<file path="config.mk">
export PLATFORM = sky130hd
export DESIGN_NAME = seq_pattern_gen
export DESIGN_NICKNAME = d
export VERILOG_FILES = /design/src/rtl/seq_gen_pkg.sv /design/src/rtl/seq_gen_cnt.sv /design/src/rtl/seq_pattern_gen.sv
export SDC_FILE = /design/constraint.sdc
export NUM_CORES = 1
export LEC_CHECK = 0
export CAP_MARGIN = 20
export CORE_MARGIN = 2
export CORE_UTILIZATION = 50
export DETAILED_ROUTE_END_ITERATION = 6
export PLACE_DENSITY_LB_ADDON = 0.05
export SYNTH_ARGS = -nofsm -noshare
export SYNTH_HDL_FRONTEND = slang
export SYNTH_SLANG_ARGS = --single-unit
</file>
<file path="constraint.sdc">
create_clock -name clk -period 4.4 [get_ports clk]
set_clock_uncertainty 0.05 [all_clocks]
set_input_delay 0.66 -clock clk [delete_from_list [all_inputs] [get_ports clk]]
set_output_delay 0.66 -clock clk [all_outputs]
set_load 0.1 [all_outputs]
</file>
<file path="src/rtl/seq_gen_pkg.sv">
// Shared types and helpers for the x ##d1 y[*n] ##d2 z stimulus generator.
package seq_gen_pkg;

    localparam int DEFAULT_CNT_W = 8;

    typedef enum logic [2:0] {
        ST_IDLE,
        ST_X,
        ST_GAP1,
        ST_Y,
        ST_GAP2,
        ST_Z
    } seq_state_e;

    // Callers zero-extend their fields to 32 bits so one helper serves every CNT_W.
    function automatic logic cfg_ok(input logic [31:0] delay1,
                                    input logic [31:0] rep,
                                    input logic [31:0] delay2);
        return (delay1 != 32'd0) && (rep != 32'd0) && (delay2 != 32'd0);
    endfunction

endpackage

</file>
<file path="src/rtl/seq_gen_cnt.sv">
// Loadable down-counter shared by all timed states; stops at zero and flags it.
module seq_gen_cnt #(
    parameter int CNT_W = 8
) (
    input  logic             clk,
    input  logic             rst_n,
    input  logic             load,
    input  logic [CNT_W-1:0] load_val,
    output logic             zero
);

    logic [CNT_W-1:0] count;

    // NOTE: sequential state uses non-blocking (<=) so every flop samples pre-edge values.
    always_ff @(posedge clk or negedge rst_n) begin
        if (!rst_n) begin
            count <= '0;
        end else if (load) begin
            count <= load_val;
        end else if (!zero) begin
            count <= count - CNT_W'(1);
        end
    end

    assign zero = (count == '0);

endmodule

</file>
<file path="src/rtl/seq_pattern_gen.sv">
// Drives x ##delay1 y[*rep] ##delay2 z with runtime-programmable timing; all outputs registered.
module seq_pattern_gen
    import seq_gen_pkg::*;
#(
    parameter int CNT_W = DEFAULT_CNT_W
) (
    input  logic             clk,
    input  logic             rst_n,
    input  logic             start,
    input  logic             abort,
    input  logic [CNT_W-1:0] delay1,
    input  logic [CNT_W-1:0] rep,
    input  logic [CNT_W-1:0] delay2,
    output logic             busy,
    output logic             done,
    output logic             cfg_err,
    output logic             x,
    output logic             y,
    output logic             z
);

    seq_state_e       state, state_d;
    logic [CNT_W-1:0] d1_q, rep_q, d2_q;
    logic             cnt_load;
    logic [CNT_W-1:0] cnt_val;
    logic             cnt_zero;
    logic             start_ok;
    logic             accept;

    assign start_ok = cfg_ok(32'(delay1), 32'(rep), 32'(delay2));
    assign accept   = (state == ST_IDLE) && start && start_ok;

    seq_gen_cnt #(.CNT_W(CNT_W)) u_cnt (
        .clk      (clk),
        .rst_n    (rst_n),
        .load     (cnt_load),
        .load_val (cnt_val),
        .zero     (cnt_zero)
    );

    // Counter is loaded with (duration - 1) on state entry; the state exits once it reads zero.
    // NOTE: every always_comb output gets a default first so no path can infer a latch.
    always_comb begin
        state_d  = state;
        cnt_load = 1'b0;
        cnt_val  = '0;
        if (state != ST_IDLE && abort) begin
            state_d  = ST_IDLE;
            cnt_load = 1'b1;
        end else begin
            unique case (state)
                ST_IDLE: begin
                    if (accept) begin
                        state_d  = ST_X;
                        cnt_load = 1'b1;
                    end
                end
                ST_X: begin
                    cnt_load = 1'b1;
                    if (d1_q > CNT_W'(1)) begin
                        state_d = ST_GAP1;
                        cnt_val = d1_q - CNT_W'(2);
                    end else begin
                        state_d = ST_Y;
                        cnt_val = rep_q - CNT_W'(1);
                    end
                end
                ST_GAP1: begin
                    if (cnt_zero) begin
                        state_d  = ST_Y;
                        cnt_load = 1'b1;
                        cnt_val  = rep_q - CNT_W'(1);
                    end
                end
                ST_Y: begin
                    if (cnt_zero) begin
                        cnt_load = 1'b1;
                        if (d2_q > CNT_W'(1)) begin
                            state_d = ST_GAP2;
                            cnt_val = d2_q - CNT_W'(2);
                        end else begin
                            state_d = ST_Z;
                        end
                    end
                end
                ST_GAP2: begin
                    if (cnt_zero) begin
                        state_d  = ST_Z;
                        cnt_load = 1'b1;
                    end
                end
                ST_Z: begin
                    state_d  = ST_IDLE;
                    cnt_load = 1'b1;
                end
                default: begin
                    state_d  = ST_IDLE;
                    cnt_load = 1'b1;
                end
            endcase
        end
    end

    always_ff @(posedge clk or negedge rst_n) begin
        if (!rst_n) begin
            state <= ST_IDLE;
            d1_q  <= '0;
            rep_q <= '0;
            d2_q  <= '0;
        end else begin
            state <= state_d;
            if (accept) begin
                d1_q  <= delay1;
                rep_q <= rep;
                d2_q  <= delay2;
            end
        end
    end

    // Outputs are decoded from the next state so they line up with the state register.
    always_ff @(posedge clk or negedge rst_n) begin
        if (!rst_n) begin
            busy    <= 1'b0;
            done    <= 1'b0;
            cfg_err <= 1'b0;
            x       <= 1'b0;
            y       <= 1'b0;
            z       <= 1'b0;
        end else begin
            busy    <= (state_d != ST_IDLE);
            done    <= (state_d == ST_Z);
            cfg_err <= (state == ST_IDLE) && start && !start_ok;
            x       <= (state_d == ST_X);
            y       <= (state_d == ST_Y);
            z       <= (state_d == ST_Z);
        end
    end

endmodule

</file>
==> impl_metrics.csv, run 1 <==
group,metric,value,unit
synth,synth_flop_cell,"dfrtp_1",
sta,finalSetupViolCount,0,
global_routing,first_global_vias,1770,
synth,synth_top_area_share,41.9,%
pwr,p_seq_share,36.8,%
drt,drcViolationCount,0,
cts,clkSlewWorstSetupHoldPaths,0.09,ns
setup_path,path_class,"input port to flop",
global_routing,antenna_found_initial,0,
global_routing,grt_use_total,21.3,%
cts,cts_resized,0,
setup_path,rrSetupSlack,1.86,ns
pwr,p_comb_share,47.0,%
synth,avgSynthCellArea,10.2,sq um
cts,cts_hold_buf,0,
outcome,status,"finished, final reports clean",
cts,insertion_delay,0.30,ns
finish,drive_above_1_share,13.8,%
setup_path,crit_path_cell_trace,"clkdlybuf4s50_1, nor4_1, nand2_1, nand4b_1, buf_4, mux2_2",
setup_path,slowest_stage,"nand4b_1",
flow_run,maxCapViolations,0,
floorplan,die_w,73.1,microns
drt,vias,1897,
sta,rsz0062_at_grt,"no",
finish,area_growth,20.1,%
synth,synthTopCellsByCount,"dfrtp_1 (40), mux2_2 (21), inv_1 (13), nor2_1 (13)",
setup_path,critPathTopFamily,"simple AND/OR/NAND/NOR gates",
sta,max_slew_margin,35.6,%
floorplan,initial_core_util,51.2,%
pwr,switching_share,42.1,%
floorplan,fp-row-count,25,
pwr,powerDensity,688,mW/mm^2
synth,synthTopCellsByArea,"dfrtp_1 (42%), mux2_2 (9.9%), xnor2_1 (3.7%), ha_1 (2.6%), a211oi_1 (2.5%)",
finish,diodes,0,
pwr,vdd.ir_drop.worst,0.000335,V
cts,post_cts_buffers,0,
sta,fin_ws,1.77,ns
global_routing,grt_pass1_wl,8.65,mm
cts,cts.sinks,40,
setup_path,timing.rr.end,"rep_q[4]",
synth,synthArstFlopShare,100,%
finish,n_fill_cell,411,
placed_design,dp_slack,1.42,ns
sta,worst_pin_slew,0.962,ns
drt,routed_via_density,5.87,
setup_path,end_kind,"flop",
setup_path,cp_slowest_stage_delay,0.45,ns
drt,postRouteAntennaNets,0,
cts,root_buffer,"clkbuf_8",
floorplan,ios,34,
synth,yosysMostFrequentCell,"dfrtp_1",
placed_design,port_buffers,33,
sta,period_needed,2.63,ns
global_routing,grt_overflow,0,
synth,yosysTopAreaCell,"dfrtp_1",
pwr,p_leak,1.17,nW
global_routing,grt_max_degree,41,
setup_path,crit_buf_inv,2,
setup_path,worstReg2RegStart,"state[2]",
setup_path,arrival,2.76,ns
sta,maxSlewViolCount,0,
cts,cts_buffer_depth,2,
setup_path,r2r_cells,5,
floorplan,die_area,0.00535,sq mm
synth,synth_nets,268,
synth,yosysWarnings,0,
setup_path,cp-start-kind,"input port",
sta,setup_tns,0,ns
finish,layoutNonFillerInstCount,323,
floorplan,fp.dieH,73.1,microns
cts,htree_levels,2,
drt,wl_per_cell,16.0,microns
floorplan,core,0.00466,sq mm
sta,finalCritPeriodShare,59.8,%
synth,ys_types,50,
synth,ys_ff_latch,40,
cts,cts_buffers,5,
cts,cts_tree,"done",
sta,hold_ws,0.431,ns
sta,max_freq,380,MHz
placed_design,dp.final_hpwl,3.97,mm
synth,yosysSeqAreaShare,41.9,%
drt,totalWireLength,5.18,mm
pwr,intPower,1.14,mW
placed_design,gp_congestion,0.822,
finish,fin_util,61.6,%
synth,synth_cells,235,
setup_path,critPathRequiredTime,4.53,ns
sta,final-hold-violation-count,0,
drt,dr.first_iter.drc_count,96,
pwr,netSwitchingPower,0.832,mW
hold_path,worst_hold_path_type,"input port to asynchronous set/reset pin",
setup_path,crit_path_max_fanout,21,
placed_design,place_inst,315,
pwr,power_frac_clock,16.2,%
synth,synth_edf_count,0,
drt,dr.pass1.iters,4,
synth,syn_area,0.00239,sq mm
finish,final_nets,301,
-- power groups by stage --
stage | registers (mW) | logic, mW | clock network (mW)
after global placement | 0.730 | 0.916 | 0
after global routing | 0.755 | 1.02 | 0.344
after floorplan | 0.733 | 0.684 | 0
after CTS | 0.725 | 0.928 | 0.324
after detailed placement | 0.732 | 0.922 | 0
final | 0.727 | 0.928 | 0.319
-- cells by family (layout without fill, tap and decap cells) --
kind of cell | count (synthesis) | count (layout) | share of synthesized area (%)
fa+ha+maj | 6 | 6 | 3.04
mux | 24 | 24 | 11.3
buf+inv | 21 | 55 | 3.77
compound gates | 46 | 46 | 13.7
flops | 40 | 40 | 41.9
simple gates | 82 | 82 | 20.4
xor+xnor | 16 | 16 | 5.87
-- final cells by class --
type | count | area, sq um | share of cell area, %
Sequential cell | 40 | 1000 | 34.9
Multi-Input combinational cell | 174 | 1300 | 45.2
Timing Repair Buffer | 34 | 333 | 11.6
Clock inverter | 2 | 38.8 | 1.35
Inverter | 13 | 48.8 | 1.70
Tap cell | 54 | 67.6 | 2.35
Clock buffer | 6 | 82.6 | 2.88
-- cells in the final DEF, fill, tap and decap left out, types with 2 or more instances in the layout --
cell type         n
dfrtp_1          40
a21oi_1           8
or2_1             2
mux2_1            3
nor3b_1           4
xnor2_1          10
ha_1              5
nor2b_1           2
o21ai_0           6
and3_1            2
nor3_1           11
clkdlybuf4s50_1  32
nor4_1            8
or4_1             3
mux2_2           21
and2_1            2
a211oi_1          8
or3_1             3
a32oi_1           2
nor2_1           13
clkbuf_8          6
nand3_1           5
o32ai_1           2
o31ai_1           4
nand3b_1          2
nand2b_1          4
nand2_1          11
nand4b_1          4
o22ai_1           4
inv_1            13
a2bb2oi_1         2
xor2_1            6
-- through the flow --
| step | power, mW | cell area, sq um |
|---|---|---|
| after floorplan | 1.42 | 2390 |
| after global placement | 1.65 | 2750 |
| after detailed placement | 1.65 | 2750 |
| after CTS | 1.98 | 2870 |
| after global routing | 2.12 | 2870 |
| final | 1.97 | 2870 |
-- worst register-to-register path, stage by stage, from the launching register on --
cell and delay [ns]:
dfrtp_1 0.51, nor3_1 0.43, nand2_1 0.12, nand4b_1 0.55, buf_4 0.43, mux2_1 0.34
-- registers in the layout (all words and copies together), names as in the netlist --
register and cells:
d1_q 8, state 3, z 1, u_cnt.count 8, y 1, rep_q 8, cfg_err 1, d2_q 8
busy 1, x 1
-- per-layer routing --
layer / routed length [microns] / up-vias / track usage, %
met5: 0 / - / 0
met3: 206 / 5 / 4.56
met1: 2480 / 914 / 29.7
met2: 2430 / 39 / 32.9
li1: - / 939 / -
met4: 61 / 0 / 6.58
-- worst max path at each step --
stage | from | endpoint | slack (ns) | cells past startpoint
2_1_floorplan | z | z | 2.37 | 1
3_3_place_gp | delay2[5] | d2_q[1] | 1.46 | 6
3_5_place_dp | delay2[4] | d1_q[7] | 1.42 | 6
4_1_cts | delay2[5] | d2_q[1] | 1.74 | 6
5_1_grt | delay1[5] | rep_q[7] | 1.63 | 6
6_report | delay2[5] | d2_q[1] | 1.77 | 6
Power figures use the tool's default switching activity.
==> run 2: changes to the inputs <==
==> constraint.sdc (replaced) <==
create_clock -name clk -period 2.45 [get_ports clk]
set_clock_uncertainty 0.05 [all_clocks]
set_input_delay 0.3675 -clock clk [delete_from_list [all_inputs] [get_ports clk]]
set_output_delay 0.3675 -clock clk [all_outputs]
set_load 0.1 [all_outputs]
==> run 2 against run 1 <==
Against the previous run:
- non-clock buffer count increased by 6
- clock power is 83% higher
- largest power group unchanged
- wire length increased by 0.27%
- global-route usage increased by 0.30 points
- register-to-register slack worse by 1.5 ns
- die area is the same
==> impl_metrics.csv, run 2 (synthesized netlist as in run 1, its figures left out) <==
group,metric,value,unit
floorplan,die_area,0.00535,sq mm
drt,postRouteAntennaNets,0,
pwr,finalPower,3.62,mW
finish,final_nets,307,
pwr,vdd.ir_drop.worst,0.000693,V
pwr,p_leak,1.21,nW
sta,worst_pin_slew,0.874,ns
setup_path,timing.rr.end,"u_cnt.count[7]",
setup_path,end_kind,"flop",
cts,insertion_delay,0.29,ns
flow_run,maxCapViolations,0,
drt,dr.first_iter.drc_count,112,
drt,wl_per_cell,15.8,microns
cts,clkSlewWorstSetupHoldPaths,0.08,ns
floorplan,initial_core_util,51.2,%
setup_path,r2r_cells,5,
sta,finalCritPeriodShare,86.9,%
placed_design,port_buffers,33,
sta,period_needed,2.13,ns
pwr,netSwitchingPower,1.49,mW
sta,max_slew_margin,41.7,%
sta,setup_tns,0,ns
hold_path,worst_hold_path_type,"input port to asynchronous set/reset pin",
cts,htree_levels,2,
drt,vias,1914,
cts,cts_hold_buf,0,
pwr,power_frac_clock,16.1,%
cts,cts_resized,0,
cts,cts.sinks,40,
setup_path,rrSetupSlack,0.32,ns
placed_design,gp_congestion,0.836,
sta,rsz0062_at_grt,"no",
setup_path,crit_path_max_fanout,8,
outcome,status,"finished, final reports clean",
cts,root_buffer,"clkbuf_8",
cts,cts_buffers,5,
cts,cts_buffer_depth,2,
finish,diodes,0,
pwr,p_seq_share,35.8,%
setup_path,cp-start-kind,"flop",
floorplan,ios,34,
global_routing,grt_max_degree,41,
setup_path,worstReg2RegStart,"d2_q[4]",
pwr,switching_share,41.1,%
drt,drcViolationCount,0,
sta,finalSetupViolCount,0,
pwr,p_comb_share,48.1,%
setup_path,path_class,"flop to flop",
drt,routed_via_density,5.82,
cts,post_cts_buffers,0,
floorplan,die_w,73.1,microns
finish,drive_above_1_share,17.8,%
finish,final_cell_mix,"dfrtp_1 (40), clkdlybuf4s50_1 (26), mux2_2 (21)",
global_routing,grt_pass1_wl,8.78,mm
cts,cts_tree,"done",
finish,final_common_cell,"dfrtp_1",
drt,dr.pass1.iters,5,
sta,max_freq,470,MHz
global_routing,grt_overflow,0,
finish,n_fill_cell,390,
floorplan,core,0.00466,sq mm
sta,maxSlewViolCount,0,
global_routing,grt_use_total,21.6,%
finish,area_growth,22.1,%
pwr,intPower,2.13,mW
placed_design,dp.final_hpwl,4.06,mm
global_routing,antenna_found_initial,0,
global_routing,first_global_vias,1841,
sta,final-hold-violation-count,0,
setup_path,arrival,2.23,ns
floorplan,fp.dieH,73.1,microns
setup_path,critPathRequiredTime,2.56,ns
pwr,powerDensity,1240,mW/mm^2
floorplan,fp-row-count,25,
drt,totalWireLength,5.19,mm
==> run 2: cell count changes in the layout (fill, tap and decap cells not counted) <==
cell             delta
clkbuf_8            +1
buf_12              +1
clkdlybuf4s50_1     -6
buf_4              +11
clkinv_4            -1
==> run 2: cell type report <==
type	count	area, sq um	area share, %
tap	54	67.6	2.32
multi-input combinational	174	1300	44.5
timing repair buffer	40	375	12.9
clock inverter	1	30.0	1.03
sequential	40	1000	34.3
clock buffer	7	96.3	3.30
inverter	13	48.8	1.67
==> run 2: routing by layer <==
layer | vias up | wire length, microns | track usage [%]
li1 | 943 | - | -
met1 | 919 | 2530 | 31.2
met2 | 45 | 2380 | 32.8
met3 | 7 | 205 | 3.87
met4 | 0 | 72 | 6.58
met5 | - | 0 | 0
==> run 2: how the worst max path moves through the flow <==
stage	to	cells after the start	slack (ns)	start
floorplan	u_cnt.count[7]	7	0.53	d1_q[1]
global placement	d1_q[7]	6	0.24	delay1[5]
detailed placement	d1_q[5]	6	0.19	delay1[5]
CTS	u_cnt.count[4]	6	0.33	state[0]
global route	u_cnt.count[4]	6	0.14	state[0]
finish	u_cnt.count[7]	5	0.32	d2_q[4]
==> run 2: worst max-delay path, stage by stage (launching register included) <==
cell and delay, ns:
dfrtp_1 0.44, or4_4 0.57, o211ai_2 0.35, a211oi_1 0.12
a211oi_1 0.36, o22ai_2 0.11
==> run 2: stage by stage <==
stage	instances	util (%)	hold slack (ns)	worst slack (ns)	cell area, sq um
finish	329	62.6	0.140	0.320	2920
global route	329	62.6	0.206	0.141	2920
CTS	329	62.6	0.173	0.332	2920
detailed placement	321	59.9	0.451	0.185	2790
global placement	321	59.9	0.461	0.241	2790
floorplan	235	-	0.0219	0.535	2390
==> run 2: power groups by stage <==
stage / combinational [mW] / clock, mW / sequential, mW
3_5_place_dp: 1.73 / 0 / 1.30
2_1_floorplan: 1.23 / 0 / 1.32
5_1_grt: 1.93 / 0.626 / 1.35
4_1_cts: 1.75 / 0.597 / 1.29
6_report: 1.74 / 0.583 / 1.29
3_3_place_gp: 1.72 / 0 / 1.30
==> run 3: changes to the inputs <==
--- a/config.mk
+++ b/config.mk
@@ -6,6 +6,7 @@
 export NUM_CORES = 1
 export LEC_CHECK = 0
 export CAP_MARGIN = 20
+export CORE_ASPECT_RATIO = 1.2
 export CORE_MARGIN = 2
 export CORE_UTILIZATION = 50
 export DETAILED_ROUTE_END_ITERATION = 6
==> run 3 against run 2 <==
Against the previous run:
- clock-buffer cell count fell by 1
- setup slack improved by 0.027 ns
- utilization rose by 0.11 points
- critical path depth rose by 3
- cell count rose by 1.2%
- register-to-register slack improved by 0.03 ns
- via count rose by 2.2%
- fmax rose by 1.3%
- critical path type unchanged
- largest power group unchanged
- highest routed layer unchanged
==> impl_metrics.csv, run 3 (synthesized netlist as in run 1, its figures left out) <==
group,metric,value,unit
setup_path,timing.rr.end,"u_cnt.count[1]",
floorplan,fp.dieH,79.7,microns
setup_path,crit_path_end,"u_cnt.count[1]",
setup_path,arrival,2.27,ns
cts,cts_tree,"done",
finish,n_fill_cell,420,
pwr,power_frac_clock,11.8,%
global_routing,grt_pass1_wl,8.56,mm
cts,root_buffer,"clkbuf_8",
sta,period_needed,2.10,ns
finish,final_cell_mix,"dfrtp_1 (40), clkdlybuf4s50_1 (26), mux2_2 (21)",
placed_design,dp.final_hpwl,4.10,mm
sta,worst_pin_slew,0.884,ns
cts,insertion_delay,0.29,ns
floorplan,ios,34,
floorplan,fp-row-count,27,
cts,htree_levels,2,
floorplan,die_area,0.00535,sq mm
placed_design,place_area,0.00280,sq mm
finish,final_nets,308,
drt,dr.pass1.iters,4,
setup_path,cp-start-kind,"flop",
setup_path,path_class,"flop to flop",
setup_path,end_kind,"flop",
finish,area_growth,20.6,%
global_routing,grt_max_degree,41,
pwr,finalPower,3.48,mW
global_routing,antenna_found_initial,0,
placed_design,dp_slack,0.207,ns
drt,vias,1956,
sta,rsz0062_at_grt,"no",
drt,postRouteAntennaNets,0,
pwr,switching_share,43.0,%
drt,totalWireLength,5.30,mm
sta,hold_ws,0.144,ns
cts,cts_buffer_depth,2,
cts,cts_buffers,5,
pwr,netSwitchingPower,1.49,mW
setup_path,startpoint,"u_cnt.count[0]",
drt,drcViolationCount,0,
setup_path,critPathRequiredTime,2.62,ns
finish,final_cell_area,0.00288,sq mm
setup_path,crit_path_cell_trace,"inv_1, ha_1, nor3b_2, buf_4, o211ai_2, o32ai_1, o21ai_0, a2bb2oi_1",
pwr,p_comb_share,51.0,%
setup_path,cp_slowest_stage_delay,0.41,ns
hold_path,worst_hold_path_type,"input port to asynchronous set/reset pin",
cts,post_cts_buffers,0,
sta,final-hold-violation-count,0,
finish,layoutNonFillerInstCount,333,
drt,routed_via_density,5.87,
finish,diodes,0,
pwr,p_seq_share,37.2,%
sta,fin_ws,0.347,ns
drt,dr.first_iter.drc_count,80,
sta,setup_tns,0,ns
cts,cts_resized,0,
global_routing,grt_overflow,0,
cts,cts.sinks,40,
placed_design,port_buffers,33,
global_routing,first_global_vias,1863,
setup_path,rrSetupSlack,0.35,ns
floorplan,initial_core_util,52.0,%
cts,clkSlewWorstSetupHoldPaths,0.07,ns
global_routing,grt_use_total,21.5,%
outcome,status,"finished, final reports clean",
setup_path,crit_path_max_fanout,8,
sta,max_slew_margin,41.0,%
pwr,vdd.ir_drop.worst,0.000548,V
setup_path,slowest_stage,"dfrtp_1",
sta,maxSlewViolCount,0,
finish,fin_util,62.7,%
drt,wl_per_cell,15.9,microns
flow_run,maxCapViolations,0,
finish,final_common_cell,"dfrtp_1",
setup_path,r2r_cells,8,
setup_path,worstReg2RegStart,"u_cnt.count[0]",
placed_design,gp_congestion,0.851,
placed_design,place_inst,326,
pwr,powerDensity,1210,mW/mm^2
finish,drive_above_1_share,17.5,%
pwr,intPower,1.98,mW
sta,max_freq,476,MHz
sta,finalCritPeriodShare,85.8,%
pwr,p_leak,1.20,nW
cts,cts_hold_buf,0,
floorplan,die_w,67.1,microns
floorplan,core,0.00459,sq mm
sta,finalSetupViolCount,0,
run 3: cell count changes in the layout (fill, tap and decap cells not counted), sizes merged:
cell and change:
buf +1, bufinv -1, clkbuf -1, clkinv +1
run 3: worst min path at each step:
stage	startpoint	endpoint	slack [ns]	depth (start not counted)
final	rst_n	z	0.14	1
after global routing	rst_n	y	0.22	1
after CTS	rst_n	y	0.18	1
after detailed placement	d2_q[0]	d2_q[0]	0.46	1
after global placement	d2_q[0]	d2_q[0]	0.45	1
after floorplan	rst_n	busy	0.02	0
run 3: final cells by class:
type	instances	area, sq um	area share (%)
multi-input cells	174	1300	45.0
flip-flops and latches	40	1000	34.8
repair buffers	41	383	13.3
clock buffers	6	72.6	2.52
well taps	58	72.6	2.52
inverters	13	48.8	1.69
clock inverters	1	5.00	0.174
run 3: power by group through the flow:
stage                     registers [mW]  clock network [mW]  logic, mW
final                               1.29               0.411       1.77
after floorplan                     1.32                   0       1.23
after detailed placement            1.30                   0       1.77
after global placement              1.29                   0       1.75
after global routing                1.34               0.448       1.94
after CTS                           1.29               0.416       1.78
run 3: critical path: cells and delay by family (launching register included):
family,cells,cell delay (ns)
simple gates,1,0.31
buf+inv,2,0.30
flops,1,0.41
fa+ha+maj,1,0.16
compound gates,4,0.81
run 3: per-layer routing:
layer	track usage, %	wire, microns	vias up
li1	-	-	956
met2	36.9	2690	39
met3	4.65	192	9
met5	0	0	-
met1	27.0	2340	952
met4	5.51	74	0
